## src/rtl/sparc_ifu_dyser_arb.sv

```systemverilog
// Shares the single DySER unit among the four threads of a core. It sequences
// init/send/recv/commit ops and drives per-thread stall, wake and fault pulses.
module sparc_ifu_dyser_arb #(
    parameter int                WDOG_W   = 8,
    parameter logic [WDOG_W-1:0] WDOG_MAX = 8'd255
) (
    input  logic       clk,
    input  logic       rst_l,
    input  logic       se,
    input  logic       dyser_req_e,
    input  logic [1:0] dyser_op_e,
    input  logic [3:0] thr_e,
    input  logic [3:0] dtu_fcl_thr_active,
    input  logic [3:0] thr_kill,
    input  logic       dyser_done,
    output logic       dyser_start,
    output logic [1:0] dyser_start_op,
    output logic [3:0] dyser_owner,
    output logic [3:0] dyser_ifu_stallreq,
    output logic [3:0] dyser_wake,
    output logic [3:0] dyser_fault
);
    typedef enum logic [1:0] {IDLE, BUSY, OWNED, DRAIN} state_t;

    localparam logic [1:0] OP_INIT   = 2'b00;
    localparam logic [1:0] OP_COMMIT = 2'b11;

    state_t            state_reg, state_next;
    logic [3:0]        owner_reg, owner_next;
    logic [3:0]        pend_reg, pend_next;
    logic [1:0]        rr_ptr_reg, rr_ptr_next;
    logic [WDOG_W-1:0] wdog_reg, wdog_next;
    logic              silent_reg, silent_next;
    logic              start_reg, start_next;
    logic [1:0]        start_op_reg, start_op_next;
    logic [3:0]        stall_reg, stall_next;
    logic [3:0]        wake_reg, wake_next;
    logic [3:0]        fault_reg, fault_next;

    logic       unused_se;
    logic [1:0] e_idx, pick_idx, rr_idx;
    logic       e_vld, e_init, e_own, e_active, owner_kill, timeout, pick_vld;
    logic [3:0] cand;
    logic       busy_next;

    assign unused_se = se;

    always_comb begin
        e_idx = 2'd0;
        for (int i = 0; i < 4; i++) begin
            if (thr_e[i]) e_idx = 2'(i);
        end
    end

    // A killed thread's E request is dropped outright.
    assign e_vld      = dyser_req_e && |(thr_e & ~thr_kill);
    assign e_init     = e_vld && (dyser_op_e == OP_INIT);
    assign e_active   = |(thr_e & dtu_fcl_thr_active);
    // Once the owner is killed during drain it is no longer treated as owner.
    assign e_own      = e_vld && |(thr_e & owner_reg) && !silent_reg;
    assign owner_kill = |(owner_reg & thr_kill);
    assign timeout    = (wdog_reg == WDOG_MAX);
    assign cand       = pend_reg & dtu_fcl_thr_active & ~thr_kill;

    // Round-robin search starting one past the last grant.
    always_comb begin
        pick_vld = 1'b0;
        pick_idx = rr_ptr_reg;
        rr_idx   = rr_ptr_reg;
        for (int i = 1; i <= 4; i++) begin
            rr_idx = rr_ptr_reg + 2'(i);
            if (!pick_vld && cand[rr_idx]) begin
                pick_vld = 1'b1;
                pick_idx = rr_idx;
            end
        end
    end

    always_ff @(posedge clk) begin
        if (!rst_l) begin
            state_reg    <= IDLE;
            owner_reg    <= 4'b0000;
            pend_reg     <= 4'b0000;
            rr_ptr_reg   <= 2'd3;
            wdog_reg     <= '0;
            silent_reg   <= 1'b0;
            start_reg    <= 1'b0;
            start_op_reg <= 2'b00;
            stall_reg    <= 4'b0000;
            wake_reg     <= 4'b0000;
            fault_reg    <= 4'b0000;
        end else begin
            state_reg    <= state_next;
            owner_reg    <= owner_next;
            pend_reg     <= pend_next;
            rr_ptr_reg   <= rr_ptr_next;
            wdog_reg     <= wdog_next;
            silent_reg   <= silent_next;
            start_reg    <= start_next;
            start_op_reg <= start_op_next;
            stall_reg    <= stall_next;
            wake_reg     <= wake_next;
            fault_reg    <= fault_next;
        end
    end

    always_comb begin
        state_next    = state_reg;
        owner_next    = owner_reg;
        pend_next     = pend_reg & ~thr_kill;
        rr_ptr_next   = rr_ptr_reg;
        wdog_next     = wdog_reg;
        silent_next   = silent_reg;
        start_next    = 1'b0;
        start_op_next = OP_INIT;
        wake_next     = 4'b0000;
        fault_next    = 4'b0000;

        unique case (state_reg)
            IDLE: begin
                silent_next = 1'b0;
                if (pick_vld) begin
                    // Pending threads win over a fresh E init for fairness.
                    state_next          = BUSY;
                    owner_next          = 4'b0001 << pick_idx;
                    rr_ptr_next         = pick_idx;
                    pend_next[pick_idx] = 1'b0;
                    start_next          = 1'b1;
                    wdog_next           = '0;
                    if (e_init && (e_idx != pick_idx)) pend_next[e_idx] = 1'b1;
                end else if (e_init && e_active) begin
                    state_next  = BUSY;
                    owner_next  = 4'b0001 << e_idx;
                    rr_ptr_next = e_idx;
                    start_next  = 1'b1;
                    wdog_next   = '0;
                end else if (e_init) begin
                    pend_next[e_idx] = 1'b1;
                end
                if (e_vld && !e_init) fault_next = fault_next | thr_e;
            end
            BUSY: begin
                if (owner_kill) begin
                    if (dyser_done || timeout) begin
                        state_next = IDLE;
                        owner_next = 4'b0000;
                        wdog_next  = '0;
                    end else begin
                        state_next  = DRAIN;
                        silent_next = 1'b1;
                        wdog_next   = wdog_reg + 1'b1;
                    end
                end else if (dyser_done || timeout) begin
                    state_next = OWNED;
                    wake_next  = owner_reg;
                    wdog_next  = '0;
                    if (!dyser_done) fault_next = fault_next | owner_reg;
                end else begin
                    wdog_next = wdog_reg + 1'b1;
                end
                if (e_own) fault_next = fault_next | owner_reg;
            end
            OWNED: begin
                if (owner_kill) begin
                    state_next = IDLE;
                    owner_next = 4'b0000;
                end else if (e_own) begin
                    start_next    = 1'b1;
                    start_op_next = dyser_op_e;
                    wdog_next     = '0;
                    state_next    = (dyser_op_e == OP_COMMIT) ? DRAIN : BUSY;
                end
            end
            DRAIN: begin
                if (dyser_done || timeout) begin
                    if (!silent_reg && !owner_kill) begin
                        wake_next = owner_reg;
                        if (!dyser_done) fault_next = fault_next | owner_reg;
                    end
                    state_next  = IDLE;
                    owner_next  = 4'b0000;
                    silent_next = 1'b0;
                    wdog_next   = '0;
                end else begin
                    wdog_next = wdog_reg + 1'b1;
                    if (owner_kill) silent_next = 1'b1;
                end
                if (e_own) fault_next = fault_next | owner_reg;
            end
        endcase

        // Non-owner traffic while the unit is claimed: init queues, anything else faults.
        if ((state_reg != IDLE) && e_vld && !e_own) begin
            if (e_init) pend_next[e_idx] = 1'b1;
            else        fault_next = fault_next | thr_e;
        end
    end

    always_comb begin
        busy_next = ((state_next == BUSY) || (state_next == DRAIN)) && !silent_next;
    end

    generate
        for (genvar gi = 0; gi < 4; gi++) begin : g_stall
            assign stall_next[gi] = pend_next[gi] | (owner_next[gi] & busy_next);
        end
    endgenerate

    always @(posedge clk) begin
        if (rst_l && dyser_req_e) assert ($onehot(thr_e));
    end

    assign dyser_start        = start_reg;
    assign dyser_start_op     = start_op_reg;
    assign dyser_owner        = owner_reg;
    assign dyser_ifu_stallreq = stall_reg;
    assign dyser_wake         = wake_reg;
    assign dyser_fault        = fault_reg;
endmodule
```

## config.mk

```make
export PLATFORM = sky130hd
export DESIGN_NAME = sparc_ifu_dyser_arb
export DESIGN_NICKNAME = d
export VERILOG_FILES = /design/src/rtl/sparc_ifu_dyser_arb.sv
export SDC_FILE = /design/constraint.sdc
export NUM_CORES = 1
export LEC_CHECK = 0
export ABC_AREA = 1
export BUFFER_PORTS_ARGS = -buffer_cell sky130_fd_sc_hd__buf_2
export CORE_MARGIN = 2
export CORE_UTILIZATION = 50
export CTS_CLUSTER_SIZE = 12
export DETAILED_ROUTE_END_ITERATION = 16
export PLACE_DENSITY = 0.68
export SLEW_MARGIN = 0
export SYNTH_ARGS = -nofsm -noshare
export SYNTH_HDL_FRONTEND = slang
export SYNTH_SLANG_ARGS = --single-unit
```

## constraint.sdc

```tcl
create_clock -name clk -period 2.3 [get_ports clk]
set_input_delay 0.46 -clock clk [delete_from_list [all_inputs] [get_ports clk]]
set_output_delay 0.46 -clock clk [all_outputs]
set_load 0.01 [all_outputs]
```

## Word-level counts from Yosys, hierarchy flattened

Index checks and enable logic that the tools add are counted.

| word-level totals | value |
|---|---|
| output and inout port bits | 19 |
| input port bits | 19 |
| bits in registers | 36 |

| cells by class | value |
|---|---|
| reductions and logical operators | 38 |
| shift-type cells | 2 |
| bitwise gates (word level) | 27 |
| multiplexer cells | 82 |
| $add $sub $neg | 4 |
| order comparisons | 8 |
| eq/ne operators | 11 |

Operators by type and width:

| cell | number |
|---|---|
| $mux 4 | 28 |
| $mux 8 | 5 |
| $mux 2 | 17 |
| $and 4x4->4 | 8 |
| $or 4x4->4 | 6 |
| $pmux 8 s3 | 1 |
| $mux 1 | 19 |
| $lt 2x3->1 const B | 6 |
| $logic_and 1x1->1 | 16 |
| $pmux 4 s4 | 1 |
| $reduce_or 4->1 | 4 |
| $pmux 4 s3 | 1 |
| $add 8x1->8 const B | 1 |
| $bmux 1 s2 | 4 |
| $eq 2x2->1 const B | 4 |
| $eq 8x8->1 const B | 1 |
| $logic_not 1->1 | 8 |
| $not 4->4 | 2 |
| $pmux 2 s4 | 1 |
| $pmux 4 s2 | 1 |
| $shl 1x2->4 const A | 2 |
| $reduce_or 7->1 | 1 |
| $add 2x2->2 const B | 2 |
| $and 1x1->1 | 4 |
| other kinds (17) | 29 |

## Logic depth before layout (Yosys ltp)

Gate-level depths: netlist of the first run.

| depth | value |
|---|---|
| depth after elaboration | 28 |
| gate-level depth with buffers | 17 |
| gate-level depth less buffers | 17 |

## Worst setup path before layout of the first run

OpenSTA, ideal clock, no wires.

| timing path | value |
|---|---|
| kind | input-to-reg |
| from | in thr_e[3] |
| to | reg wdog_reg[7] |
| arrival | 1717 ps |
| slack | 465 ps |
| data required time | 2182 ps |
| stages | 12 |
| buffers on the path | 1 |
| path through | buf_4 inv_2 o22ai_1 nor2_1 nor2_1 nand2_1 o21ai_2 nand2_4 nor2_4 nand3_2 nor3_1 nor2_1 |

| on the way | value |
|---|---|
| cells in the longest elaborated chain, start to end | 7 |
| elaborated cells on any way between the ends | 14 |
| those cells by class | eq/ne (2); bitwise (3); reduce/logical (9) |

RTL lines:

| element | line | RTL |
|---|---|---|
| start: declaration | 12 | `input logic [3:0] thr_e,` |
| $and 4x4->4 | 56 | `assign e_vld = dyser_req_e && \|(thr_e & ~thr_kill);` |
| $reduce_or 4->1 | 56 |  |
| $logic_and 1x1->1 | 56 |  |
| $logic_and 1x1->1 (on tied branches) | 57, 60 |  |
| $logic_and 1x1->1 (on tied branches) | 131, 60 |  |
| $ne 3x3->1 (no line) or $ne 2x2->1 (tied branches) | -- |  |
| $reduce_and 3->1 (no line) * | -- |  |
| end signal: assignment | 97 | `wdog_reg <= wdog_next;` |
| end: declaration | 32 | `logic [WDOG_W-1:0] wdog_reg, wdog_next;` |

Every way passes the cells marked *; elsewhere a longest branch is shown, timed or not.
A chain may end at the register's enable or synchronous reset.

## Worst setup path in the final report of the first run

| timing path | value |
|---|---|
| from | reg rr_ptr_reg[0] |
| to | reg stall_reg[3] (netlist: dyser_ifu_stallreq[3]) |

| on the way | value |
|---|---|
| cells in the longest elaborated chain, start to end | 27 |
| elaborated cells on any way between the ends | 52 |
| those cells by class | add/sub (3); order compare (2); eq/ne (3); shift (1); mux (27); bitwise (6); reduce/logical (10) |

RTL lines:

| element | line | RTL |
|---|---|---|
| start: declaration | 31 | `logic [1:0] rr_ptr_reg, rr_ptr_next;` |
| start signal: assignment | 96 | `rr_ptr_reg <= rr_ptr_next;` |
| $add 2x1->2 | 71 | `rr_idx = rr_ptr_reg + 2'(i);` |
| $bmux 1 s2 | 72 | `if (!pick_vld && cand[rr_idx]) begin` |
| $mux 1 (not written as such) | 72 |  |
| $mux 1 | 72 |  |
| $logic_not 1->1 | 72 |  |
| $logic_and 1x1->1 | 72 |  |
| $mux 1 | 72 |  |
| $logic_not 1->1 | 72 |  |
| (+11 left out) | -- |  |
| $or 4x4->4 (no line) | -- |  |
| $mux 4 | 130 | `if (e_init && (e_idx != pick_idx)) pend_next[e_idx] = 1'b1;` |
| $mux 4 | 122 | `if (pick_vld) begin` |
| $mux 4 | 119 | `unique case (state_reg)` |
| $or 4x4->4 (no line) | -- |  |
| $mux 4 | 194 | `if (e_init) pend_next[e_idx] = 1'b1;` |
| $mux 4 | 193 | `if ((state_reg != IDLE) && e_vld && !e_own) begin` |
| $or 1x1->1 * | 205 | `assign stall_next[gi] = pend_next[gi] \| (owner_next[gi] & busy_next);` |
| end signal: assignment | 101 | `stall_reg <= stall_next;` |
| end: declaration | 36 | `logic [3:0] stall_reg, stall_next;` |

Every way passes the cells marked *; elsewhere a longest branch is shown, timed or not. The select of a mux whose other input is x is not followed.

==> results of run 1 <==
## layer usage
| layer | up-vias | part of all wire | global-route usage |
|---|---|---|---|
| met1 | 1115 | 0.50 | 0.374 |
| met2 | 109 | 0.42 | 0.339 |
| met3 | 4 | 0.076 | 0.0455 |
| li1 | 1343 | - | - |
| met4 | 0 | 0.0062 | 0.0556 |
| met5 | - | 0 | 0 |
## Yosys cell counts, types with 4 or more instances
cell / number
sky130_fd_sc_hd__a21oi_1: 12
sky130_fd_sc_hd__a21oi_2: 5
sky130_fd_sc_hd__a22oi_1: 7
sky130_fd_sc_hd__a31oi_1: 7
sky130_fd_sc_hd__dfxtp_1: 36
sky130_fd_sc_hd__inv_1: 44
sky130_fd_sc_hd__inv_2: 8
sky130_fd_sc_hd__nand2_1: 88
sky130_fd_sc_hd__nand2_2: 7
sky130_fd_sc_hd__nand2_4: 4
sky130_fd_sc_hd__nand3_1: 37
sky130_fd_sc_hd__nand3_2: 8
sky130_fd_sc_hd__nand4_1: 5
sky130_fd_sc_hd__nor2_1: 36
sky130_fd_sc_hd__nor2_2: 5
sky130_fd_sc_hd__nor3_1: 5
sky130_fd_sc_hd__nor4_1: 4
sky130_fd_sc_hd__o21ai_0: 11
sky130_fd_sc_hd__o22ai_1: 5
## area by class of cell
type                            instances  area, um^2
Inverter                               54         204
Tap cell                               67        83.8
Fill cell                             484        1860
Timing Repair Buffer                   51         293
Clock buffer                            7        76.3
Clock inverter                          1        8.76
Sequential cell                        36         721
Multi-Input combinational cell        276        1540
## path summary, 6_finish.rpt
path / start / to / slack, ns / depth (start not counted)
worst max-delay path: rr_ptr_reg[0]$_SDFFE_PN1P_ / dyser_ifu_stallreq[3]$_SDFF_PN0_ / 0.18 / 15
worst min-delay path: dyser_op_e[0] / dyser_start_op[0]$_SDFF_PP0_ / 0.43 / 2
worst max register to register: rr_ptr_reg[0]$_SDFFE_PN1P_ / dyser_ifu_stallreq[3]$_SDFF_PN0_ / 0.18 / 15
worst min register to register: wdog_reg[1]$_SDFFE_PN0P_ / wdog_reg[1]$_SDFFE_PN0P_ / 0.50 / 2
## logic make-up after synthesis
group,count (synthesis),synth area share
simple gates,209,0.419
buf+inv,61,0.104
flops,36,0.288
compound gates,65,0.180
fa+ha+maj,1,0.00500
xor+xnor,1,0.00350
## through the flow
step           instances  hold WS (ns)  power (mW)
6_report             492         0.431        3.54
5_1_grt              492         0.427        3.82
4_1_cts              486         0.425        3.34
3_5_place_dp         478         0.484        2.88
3_3_place_gp         478         0.470        2.87
2_1_floorplan        373         0.456        2.47
## power by group through the flow
stage / clock (mW) / sequential [mW] / combinational (mW)
6_report: 0.445 / 0.866 / 2.23
5_1_grt: 0.487 / 0.882 / 2.46
4_1_cts: 0.460 / 0.861 / 2.01
3_5_place_dp: 0 / 0.874 / 2.00
3_3_place_gp: 0 / 0.873 / 1.99
2_1_floorplan: 0 / 0.876 / 1.59
## timing repair
action,CTS,global route
setup buffers,0,6
hold buffers,0,0
gates resized for setup,0,5
setup endpoints to repair,0,9
## worst register-to-register path: cells and delay by family, from the launching register on
family	cells	cell delay, ns
buffers and inverters	2	0.35
DFF	1	0.39
and+or+nand+nor	13	1.27
==> PnR_summary.wiki, run 1 <==
{| class="wikitable"
! Metric !! Value
|-
| Result of the run || complete, no violations
|-
| Clk network pwr share || 0.126
|-
| Total clock buffers created by CTS || 5
|-
| Number of pins exceeding their max-slew limit in the final report || 0
|-
| Layout net count || 444
|-
| Largest net degree at the start of global routing || 17
|-
| Static Leak || 1.38 nW
|-
| Routed WL per cell || 13.2 um
|-
| Accumulated negative setup slack || 0 ns
|-
| Setup slack after placement || 0.0647 ns
|-
| Number of cell rows || 25
|-
| Total grt overflow || 0
|-
| Maximum clock insertion buffer count || 2
|-
| Final Setup Violations || 0
|-
| Final core utilization || 0.610
|-
| Layout cells sized above 1 || 0.268
|-
| Peak ir drop on the vdd network || ~710 uV
|-
| Gate power share || 0.630
|-
| Vias in the first global route || approximately 2100
|-
| Detailed-route DRC error count || 0
|-
| Initial antenna violation count || 0
|-
| Number of buffer and inverter stages on the critical path || 2
|-
| Critical path start-end classification || reg2reg
|-
| Highest Clock Rate || 471 MHz
|-
| Type of element launching the critical path || flip-flop
|-
| Slowest stage cell on the critical path || sky130_fd_sc_hd__dfxtp_1
|-
| Half-perimeter wire length after detailed placement || 4970 um
|-
| Final Cycle Share || 0.923
|-
| Number of antenna cells inserted || 0
|-
| Gr usage total || 0.240
|-
| Number of synthesized register bits || 36
|-
| Required arrival time at the worst endpoint || about 2.5 ns
|-
| Synthesized netlist cell count || 373
|-
| Internal power contribution || about 1.8 mW
|-
| Area added between synthesis and finish || 16.7%
|-
| Post-synth cell types || 44
|-
| Count of port buffers added during placement || 36
|-
| Clock tree from TritonCTS || yes
|-
| Most Frequent Cell on Critical Path || sky130_fd_sc_hd__nand2_1
|-
| Primary FF master, synth || sky130_fd_sc_hd__dfxtp_1
|-
| Cells along the critical path || buf_4 -> nand2_1 -> nand2_2 -> nand3_2 -> nand2_4 -> nand4_4 -> nor2_8 -> buf_4 -> nor2_1 -> nand2_1 -> nand3_1 -> nand2_1 -> nand2_1 -> nand2_1 -> nand2_1
|-
| Dominant delay contributor by cell family on the critical path || simple AND/OR/NAND/NOR gates
|-
| Worst slew margin || 0.694
|-
| Post-CTS clock slew at the launch and capture registers of the worst setup and hold paths || 0.07 ns
|-
| Fraction of power spent switching nets || 0.496
|-
| Yosys warning total || 0
|-
| Most frequent standard cell in the layout excluding fill and tap cells || sky130_fd_sc_hd__nand2_1
|-
| Sequential share of power || 0.245
|-
| Commonest cells after routing, fill and taps aside || 88 x sky130_fd_sc_hd__nand2_1, 44 x sky130_fd_sc_hd__inv_1, 36 x sky130_fd_sc_hd__nand3_1, 36 x sky130_fd_sc_hd__dfxtp_1, 36 x sky130_fd_sc_hd__buf_2
|-
| Number of enable-type register cells in the synthesized netlist || 0
|-
| Top-area cell type share of the netlist area || 0.288
|-
| Via count || about 2600
|-
| Total wirelength of the detailed-routed design || around 6500 um
|-
| Max-cap viol count || 0
|-
| Actual transition at the worst max-transition pin || approximately 0.46 ns
|-
| Netlist Area Pre-Place || 2500 um^2
|-
| Starting utilization of the core area || 0.523
|-
| Maximum fanout along the worst path || 12
|-
| Detailed-route vias per instance || 5.23
|-
| Number of hold-slack violations in the final timing report || 0
|-
| Clock tree sinks || 36
|-
| Die Outline Area || about 5600 um^2
|-
| Time the final worst path needs with I/O delays and setup || around 2.1 ns
|-
| Power per cell area || 1210 nW/um^2
|-
| Post-Syn Area per Cell || ~6.7 um^2
|-
| Dominant cells by area after synthesis || sky130_fd_sc_hd__dfxtp_1 29%, sky130_fd_sc_hd__nand2_1 13%, sky130_fd_sc_hd__nand3_1 7.4%, sky130_fd_sc_hd__inv_1 6.6%, sky130_fd_sc_hd__nor2_1 5.4%
|-
| Horiz. Die Dim || roughly 75 um
|-
| # IOs || 38
|-
| Worst endpoint data arrival time || 2.31 ns
|-
| First-iteration detailed-routing DRC count || around 180
|-
| Worst-Skew Late Latency || around 0.29 ns
|-
| Final GP Congestion || between 0.8 and 0.9
|-
| Worst hold-check path type || in2reg
|-
| Fin worst setup slack || approximately 0.18 ns
|-
| Number of flip-flops under the largest register name || 8
|-
| Die Height || ~75 um
|-
| Async set-reset flop share out of synthesis || 0
|-
| Sw power || ~1.8 mW
|-
| Core Region || around 4800 um^2
|-
| Nature of the critical path endpoint || flip-flop
|-
| Number of optimization iterations in the first detailed-route pass || 5
|-
| Worst Clk Skew || around 0.004 ns
|-
| Cell Area, Placed || between 2000 and 3000 um^2
|-
| Wire length of the first global-routing pass || 10300 um
|-
| Buffer cell driving the clock tree root || sky130_fd_sc_hd__clkbuf_8
|-
| RSZ-0062 raised after global routing || false
|-
| Number of H-tree branching levels || 2
|-
| Net count after synthesis || around 390
|-
| Area leader, netlist || sky130_fd_sc_hd__dfxtp_1
|-
| Sequential cell area fraction in the yosys report || 0.288
|-
| Post-layout instance area || 2920 um^2
|-
| Biggest cell delay along the critical path || slightly below 0.4 ns
|-
| Number of routed nets with antenna violations || 0
|}
Note: power is estimated with default switching activity, not from simulation.
==> run 2: changes to the inputs <==
- CORE_UTILIZATION: 50 -> 30
- PLACE_DENSITY: 0.68 -> 0.44
==> PnR_summary.wiki, run 2 (synthesis results as in run 1) <==
{| class="wikitable"
! Metric !! Value
|-
| Gr usage total || 0.172 (was 0.240)
|-
| Number of H-tree branching levels || 2 (unchanged)
|-
| Number of routed nets with antenna violations || 0 (unchanged)
|-
| Number of pins exceeding their max-slew limit in the final report || 0 (unchanged)
|-
| Post-CTS clock slew at the launch and capture registers of the worst setup and hold paths || 0.08 ns (was 0.07 ns)
|-
| Total grt overflow || 0 (unchanged)
|-
| Die Outline Area || 9090 um^2 (was 5590 um^2)
|-
| Time the final worst path needs with I/O delays and setup || 2.05 ns (was 2.12 ns)
|-
| Worst min-delay path endpoint || dyser_start_op[0]$_SDFF_PP0_ (unchanged)
|-
| Post-layout instance area || 2990 um^2 (was 2920 um^2)
|-
| End of the worst register-to-register path || dyser_ifu_stallreq[3]$_SDFF_PN0_ (unchanged)
|-
| Gate power share || 0.620 (was 0.630)
|-
| Critical path start-end classification || reg2reg (unchanged)
|-
| Clk network pwr share || 0.132 (was 0.126)
|-
| Nature of the critical path endpoint || flip-flop (unchanged)
|-
| Type of element launching the critical path || flip-flop (unchanged)
|-
| Half-perimeter wire length after detailed placement || 5800 um (was 4970 um)
|-
| Number of flip-flops under the largest register name || 8 (unchanged)
|-
| Total wirelength of the detailed-routed design || 7280 um (was 6500 um)
|-
| Clock tree from TritonCTS || yes (unchanged)
|-
| Total clock buffers created by CTS || 5 (unchanged)
|-
| Accumulated negative setup slack || 0 ns (unchanged)
|-
| Required arrival time at the worst endpoint || 2.49 ns (was 2.48 ns)
|-
| Hold path startpoint || dyser_op_e[0] (unchanged)
|-
| Buffer cell driving the clock tree root || sky130_fd_sc_hd__clkbuf_8 (unchanged)
|-
| Layout cells sized above 1 || 0.276 (was 0.268)
|-
| # IOs || 38 (unchanged)
|-
| Worst hold-check path type || in2reg (unchanged)
|-
| First-iteration detailed-routing DRC count || 154 (was 182)
|-
| Wire length of the first global-routing pass || 12000 um (was 10300 um)
|-
| Core Region || 8130 um^2 (was 4790 um^2)
|-
| Number of inserted filler cells in the final layout || 893 (was 484)
|-
| Via count || 2537 (was 2571)
|-
| Largest net degree at the start of global routing || 15 (was 17)
|-
| Vias in the first global route || 2369 (was 2126)
|-
| Layout net count || 446 (was 444)
|-
| Commonest cells after routing, fill and taps aside || 88 x sky130_fd_sc_hd__nand2_1, 44 x sky130_fd_sc_hd__inv_1, 36 x sky130_fd_sc_hd__nand3_1, 36 x sky130_fd_sc_hd__buf_2, 35 x sky130_fd_sc_hd__dfxtp_1 (was 88 x sky130_fd_sc_hd__nand2_1, 44 x sky130_fd_sc_hd__inv_1, 36 x sky130_fd_sc_hd__nand3_1, 36 x sky130_fd_sc_hd__dfxtp_1, 36 x sky130_fd_sc_hd__buf_2)
|-
| Horiz. Die Dim || 95.3 um (was 74.7 um)
|-
| Hold buffer count at CTS || 0 (unchanged)
|-
| Detailed-route DRC error count || 0 (unchanged)
|-
| Cell Area, Placed || 2880 um^2 (was 2780 um^2)
|-
| Sw power || 1.77 mW (was 1.76 mW)
|-
| Detailed-route vias per instance || 4.77 (was 5.23)
|-
| Maximum clock insertion buffer count || 2 (unchanged)
|-
| Number of antenna cells inserted || 0 (unchanged)
|-
| Fraction of power spent switching nets || 0.505 (was 0.496)
|-
| Number of hold-slack violations in the final timing report || 0 (unchanged)
|-
| Max-cap viol count || 0 (unchanged)
|-
| Final GP Congestion || 0.837 (was 0.888)
|-
| Number of optimization iterations in the first detailed-route pass || 4 (was 5)
|-
| Start of the worst register-to-register path || rr_ptr_reg[0]$_SDFFE_PN1P_ (unchanged)
|-
| Clock tree sinks || 36 (unchanged)
|-
| Result of the run || complete, no violations (unchanged)
|-
| Number of cell rows || 33 (was 25)
|-
| Worst Clk Skew || 0.00641 ns (was 0.00401 ns)
|-
| Routed WL per cell || 13.7 um (was 13.2 um)
|-
| Startpoint of the worst setup timing path || rr_ptr_reg[0]$_SDFFE_PN1P_ (unchanged)
|-
| Final Setup Violations || 0 (unchanged)
|-
| Hold depth || 2 (unchanged)
|-
| Most frequent standard cell in the layout excluding fill and tap cells || sky130_fd_sc_hd__nand2_1 (unchanged)
|-
| Maximum fanout along the worst path || 7 (was 12)
|-
| Internal power contribution || 1.74 mW (was 1.78 mW)
|-
| Starting utilization of the core area || 0.308 (was 0.523)
|-
| Area added between synthesis and finish || 19.5% (was 16.7%)
|-
| Minimum setup slack among reg-to-reg paths || 0.25 ns (was 0.18 ns)
|-
| RSZ-0062 raised after global routing || false (unchanged)
|-
| Peak ir drop on the vdd network || 293 uV (was 711 uV)
|-
| Final Cycle Share || 0.889 (was 0.923)
|-
| Static Leak || 1.38 nW (about the same)
|-
| Power per cell area || 1170 nW/um^2 (was 1210 nW/um^2)
|-
| Sequential share of power || 0.248 (was 0.245)
|-
| Actual transition at the worst max-transition pin || 0.431 ns (was 0.455 ns)
|-
| Worst reg-to-reg path cell count || 16 (was 15)
|-
| Initial antenna violation count || 0 (unchanged)
|-
| Worst-Skew Late Latency || 0.29 ns (about the same)
|-
| Worst endpoint data arrival time || 2.23 ns (was 2.31 ns)
|-
| Die Height || 95.3 um (was 74.7 um)
|-
| Count of port buffers added during placement || 36 (unchanged)
|-
| Highest Clock Rate || 489 MHz (was 471 MHz)
|-
| Setup repair bufs after CTS || 0 (unchanged)
|-
| Worst slew margin || 0.711 (was 0.694)
|}
run 2: cell count changes in the layout (fill, tap and decap cells not counted), sizes merged:
| cell | change |
|---|---|
| buf | +2 |
run 2: metal layers:
layer	routed length (um)	global-route usage
met1	3580	0.240
met4	57	0.0362
met5	0	0
met3	331	0.0332
met2	3320	0.273
run 2: power by group through the flow:
stage               Clock [mW]  Sequential (mW)  Combinational [mW]
floorplan                    0            0.876                1.59
global placement             0            0.885                2.15
detailed placement           0            0.882                2.15
CTS                      0.493            0.867                2.16
global route             0.516            0.890                2.45
finish                   0.463            0.871                2.18
run 2: through the flow:
stage / setup slack (ns) / utilization / total power [mW] / hold WS, ns / instances
detailed placement: 0.0368 / 0.355 / 3.03 / 0.476 / 524
global route: 0.0117 / 0.368 / 3.86 / 0.431 / 532
global placement: 0.0582 / 0.355 / 3.04 / 0.469 / 524
finish: 0.254 / 0.368 / 3.51 / 0.433 / 532
floorplan: 0.465 / - / 2.47 / 0.456 / 373
CTS: 0.0507 / 0.365 / 3.52 / 0.422 / 532
run 2: critical path: stages (launching register included):
cell and delay [ns]:
sky130_fd_sc_hd__dfxtp_2 0.41, sky130_fd_sc_hd__buf_4 0.15, sky130_fd_sc_hd__nand2_1 0.06, sky130_fd_sc_hd__nand2_2 0.11
sky130_fd_sc_hd__nand3_2 0.12, sky130_fd_sc_hd__nand2_4 0.14, sky130_fd_sc_hd__nand3_2 0.11, sky130_fd_sc_hd__nand2_2 0.07
sky130_fd_sc_hd__nand2_1 0.10, sky130_fd_sc_hd__nand3_1 0.10, sky130_fd_sc_hd__nand3_2 0.13, sky130_fd_sc_hd__nand2_1 0.09
sky130_fd_sc_hd__nand3_1 0.06, sky130_fd_sc_hd__nand2_1 0.06, sky130_fd_sc_hd__nand2_1 0.05, sky130_fd_sc_hd__nand2_1 0.11
sky130_fd_sc_hd__nand2_1 0.07
run 2: how the worst max path moves through the flow:
stage	endpoint	depth (start not counted)	slack (ns)
after floorplan	wdog_reg[7]$_SDFFE_PN0P_	12	0.46
after global placement	dyser_ifu_stallreq[3]$_SDFF_PN0_	18	0.06
after detailed placement	dyser_ifu_stallreq[3]$_SDFF_PN0_	17	0.04
after CTS	dyser_ifu_stallreq[2]$_SDFF_PN0_	11	0.05
after global routing	dyser_ifu_stallreq[1]$_SDFF_PN0_	12	0.01
final	dyser_ifu_stallreq[3]$_SDFF_PN0_	16	0.25
run 2: final cells by class:
class,count,area (um^2),share of cell area
Multi-Input combinational cell,276,1540,0.514
Sequential cell,36,722,0.241
Timing Repair Buffer,53,308,0.103
Inverter,54,206,0.0690
Tap cell,105,131,0.0439
Clock buffer,7,76.3,0.0255
Clock inverter,1,8.76,0.00293
run 2: what timing repair did:
item	in CTS	in global routing
resized for setup	0	8
endpoints found under the setup margin	0	13
endpoints found under the hold margin	0	0
==> run 3: changes to the inputs <==
- PLACE_DENSITY: 0.44 -> 0.53
==> PnR_summary.wiki, run 3 (synthesis results as in run 1) <==
{| class="wikitable"
! Metric !! Value
|-
| Maximum fanout along the worst path || 4 (was 7)
|-
| Setup repair bufs after CTS || 0 (unchanged)
|-
| Total clock buffers created by CTS || 5 (unchanged)
|-
| Worst hold-check path type || in2reg (unchanged)
|-
| Number of cells upsized or downsized after cts || 0 (unchanged)
|-
| Commonest cells after routing, fill and taps aside || 88 x sky130_fd_sc_hd__nand2_1, 44 x sky130_fd_sc_hd__inv_1, 36 x sky130_fd_sc_hd__nand3_1, 36 x sky130_fd_sc_hd__buf_2 (was 88 x sky130_fd_sc_hd__nand2_1, 44 x sky130_fd_sc_hd__inv_1, 36 x sky130_fd_sc_hd__nand3_1, 36 x sky130_fd_sc_hd__buf_2, 35 x sky130_fd_sc_hd__dfxtp_1)
|-
| Clock tree from TritonCTS || yes (unchanged)
|-
| Critical path start-end classification || reg2reg (unchanged)
|-
| Die Outline Area || 9090 um^2 (unchanged)
|-
| Starting utilization of the core area || 0.308 (unchanged)
|-
| Vias in the first global route || 2342 (was 2369)
|-
| Number of optimization iterations in the first detailed-route pass || 4 (unchanged)
|-
| End of the worst register-to-register path || dyser_ifu_stallreq[2]$_SDFF_PN0_ (was dyser_ifu_stallreq[3]$_SDFF_PN0_)
|-
| Half-perimeter wire length after detailed placement || 5390 um (was 5800 um)
|-
| Actual transition at the worst max-transition pin || 0.475 ns (was 0.431 ns)
|-
| Number of hold-slack violations in the final timing report || 0 (unchanged)
|-
| Layout cells sized above 1 || 0.264 (was 0.276)
|-
| Number of flip-flops under the largest register name || 8 (unchanged)
|-
| Total wirelength of the detailed-routed design || 6820 um (was 7280 um)
|-
| Area added between synthesis and finish || 17.4% (was 19.5%)
|-
| Number of antenna cells inserted || 0 (unchanged)
|-
| Die Height || 95.3 um (unchanged)
|-
| Worst-Skew Late Latency || 0.29 ns (about the same)
|-
| Maximum clock insertion buffer count || 2 (unchanged)
|-
| Start of the worst register-to-register path || wdog_reg[1]$_SDFFE_PN0P_ (was rr_ptr_reg[0]$_SDFFE_PN1P_)
|-
| Static Leak || 1.36 nW (was 1.38 nW)
|-
| Number of H-tree branching levels || 2 (unchanged)
|-
| Number of cell rows || 33 (unchanged)
|-
| Max-cap viol count || 0 (unchanged)
|-
| Clock tree sinks || 36 (unchanged)
|-
| Result of the run || complete, no violations (unchanged)
|-
| Post-CTS clock slew at the launch and capture registers of the worst setup and hold paths || 0.08 ns (about the same)
|-
| Final Cycle Share || 0.909 (was 0.889)
|-
| Most frequent standard cell in the layout excluding fill and tap cells || sky130_fd_sc_hd__nand2_1 (unchanged)
|-
| Number of routed nets with antenna violations || 0 (unchanged)
|-
| Overall Power || 3.40 mW (was 3.51 mW)
|-
| Buffer cell driving the clock tree root || sky130_fd_sc_hd__clkbuf_8 (unchanged)
|-
| Layout net count || 439 (was 446)
|-
| Largest net degree at the start of global routing || 17 (was 15)
|-
| Number of inserted filler cells in the final layout || 874 (was 893)
|-
| Power per cell area || 1160 nW/um^2 (was 1170 nW/um^2)
|-
| Worst endpoint data arrival time || 2.27 ns (was 2.23 ns)
|-
| Routed WL per cell || 13.0 um (was 13.7 um)
|-
| Worst Clk Skew || 0.0119 ns (was 0.00641 ns)
|-
| Detailed-route vias per instance || 4.79 (was 4.77)
|-
| Count of port buffers added during placement || 36 (unchanged)
|-
| # IOs || 38 (unchanged)
|-
| Number of pins exceeding their max-slew limit in the final report || 0 (unchanged)
|-
| Hold depth || 2 (unchanged)
|-
| Nature of the critical path endpoint || flip-flop (unchanged)
|-
| Final GP Congestion || 0.825 (was 0.837)
|-
| First-iteration detailed-routing DRC count || 122 (was 154)
|-
| Hold buffer count at CTS || 0 (unchanged)
|-
| Type of element launching the critical path || flip-flop (unchanged)
|-
| Time the final worst path needs with I/O delays and setup || 2.09 ns (was 2.05 ns)
|-
| Gr usage total || 0.155 (was 0.172)
|-
| Startpoint of the worst setup timing path || wdog_reg[1]$_SDFFE_PN0P_ (was rr_ptr_reg[0]$_SDFFE_PN1P_)
|-
| Core Region || 8130 um^2 (unchanged)
|-
| Final Setup Violations || 0 (unchanged)
|-
| Wire length of the first global-routing pass || 11000 um (was 12000 um)
|-
| Accumulated negative setup slack || 0 ns (unchanged)
|-
| Worst reg-to-reg path cell count || 12 (was 16)
|-
| Worst slew margin || 0.681 (was 0.711)
|-
| Worst min-delay path endpoint || dyser_start_op[0]$_SDFF_PP0_ (unchanged)
|-
| Horiz. Die Dim || 95.3 um (unchanged)
|-
| Peak ir drop on the vdd network || 325 uV (was 293 uV)
|-
| Required arrival time at the worst endpoint || 2.48 ns (was 2.49 ns)
|-
| Total grt overflow || 0 (unchanged)
|-
| Minimum setup slack among reg-to-reg paths || 0.21 ns (was 0.25 ns)
|-
| Detailed-route DRC error count || 0 (unchanged)
|-
| Initial antenna violation count || 0 (unchanged)
|-
| Via count || 2515 (was 2537)
|-
| Highest Clock Rate || 478 MHz (was 489 MHz)
|-
| Hold path startpoint || dyser_op_e[0] (unchanged)
|}
[run 3: cell count changes in the layout (fill, tap and decap cells not counted)]
cell                       before  now
sky130_fd_sc_hd__buf_4         17   10
sky130_fd_sc_hd__inv_4          1    2
sky130_fd_sc_hd__ha_2           1    0
sky130_fd_sc_hd__ha_1           0    1
sky130_fd_sc_hd__nor2_2         7    6
sky130_fd_sc_hd__nor2_1        34   35
sky130_fd_sc_hd__clkbuf_1       2    0
sky130_fd_sc_hd__clkinv_2       1    3
sky130_fd_sc_hd__inv_2          7    6
[run 3: worst max-delay path by stage]
stage                                        to  slack (ns)  cells after the start
3_3_place_gp   dyser_ifu_stallreq[2]$_SDFF_PN0_        0.10                     11
3_5_place_dp   dyser_ifu_stallreq[1]$_SDFF_PN0_        0.11                     15
6_report       dyser_ifu_stallreq[2]$_SDFF_PN0_        0.21                     12
2_1_floorplan          wdog_reg[7]$_SDFFE_PN0P_        0.46                     12
4_1_cts        dyser_ifu_stallreq[2]$_SDFF_PN0_        0.12                     11
5_1_grt        dyser_ifu_stallreq[1]$_SDFF_PN0_       -0.02                     12
[run 3: final cells by class]
cell class	instances	area, um^2	share of cell area
flip-flops and latches	36	722	0.246
well taps	105	131	0.0447
repair buffers	46	255	0.0869
clock buffers	5	68.8	0.0234
multi-input cells	276	1530	0.522
inverters	54	209	0.0711
clock inverters	3	18.8	0.00639
[run 3: routing by layer]
layer	vias up	global-route usage	wire length, um
li1	1330	-	-
met1	1129	0.210	3380
met2	54	0.255	3050
met3	2	0.0300	362
met4	0	0.0302	26
met5	-	0	0
[run 3: per-stage QoR]
stage / hold slack, ns / worst slack (ns) / util / instance area [um^2] / cells
after detailed placement: 0.481 / 0.110 / 0.348 / 2830 / 517
after global placement: 0.474 / 0.104 / 0.348 / 2830 / 517
after floorplan: 0.456 / 0.465 / - / 2500 / 373
final: 0.434 / 0.209 / 0.361 / 2940 / 525
after CTS: 0.427 / 0.123 / 0.359 / 2920 / 525
after global routing: 0.446 / -0.0152 / 0.361 / 2940 / 525
[run 3: report_power, final]
part | switching (mW) | total, mW | internal (mW)
combinational | 1.36 | 2.05 | 0.693
clock | 0.254 | 0.465 | 0.212
sequential | 0.134 | 0.881 | 0.747
[run 3: critical path: stages (launching register included)]
cell                      delay (ns)
sky130_fd_sc_hd__dfxtp_1        0.38
sky130_fd_sc_hd__ha_1           0.20
sky130_fd_sc_hd__nand3_1        0.08
sky130_fd_sc_hd__nor2_1         0.13
sky130_fd_sc_hd__nand2_1        0.08
sky130_fd_sc_hd__nor2_1         0.22
sky130_fd_sc_hd__nor2_1         0.13
sky130_fd_sc_hd__o21ai_1        0.21
sky130_fd_sc_hd__nand2_1        0.15
sky130_fd_sc_hd__a31oi_1        0.21
sky130_fd_sc_hd__a21oi_2        0.06
sky130_fd_sc_hd__nand2_1        0.08
sky130_fd_sc_hd__nand2_1        0.05
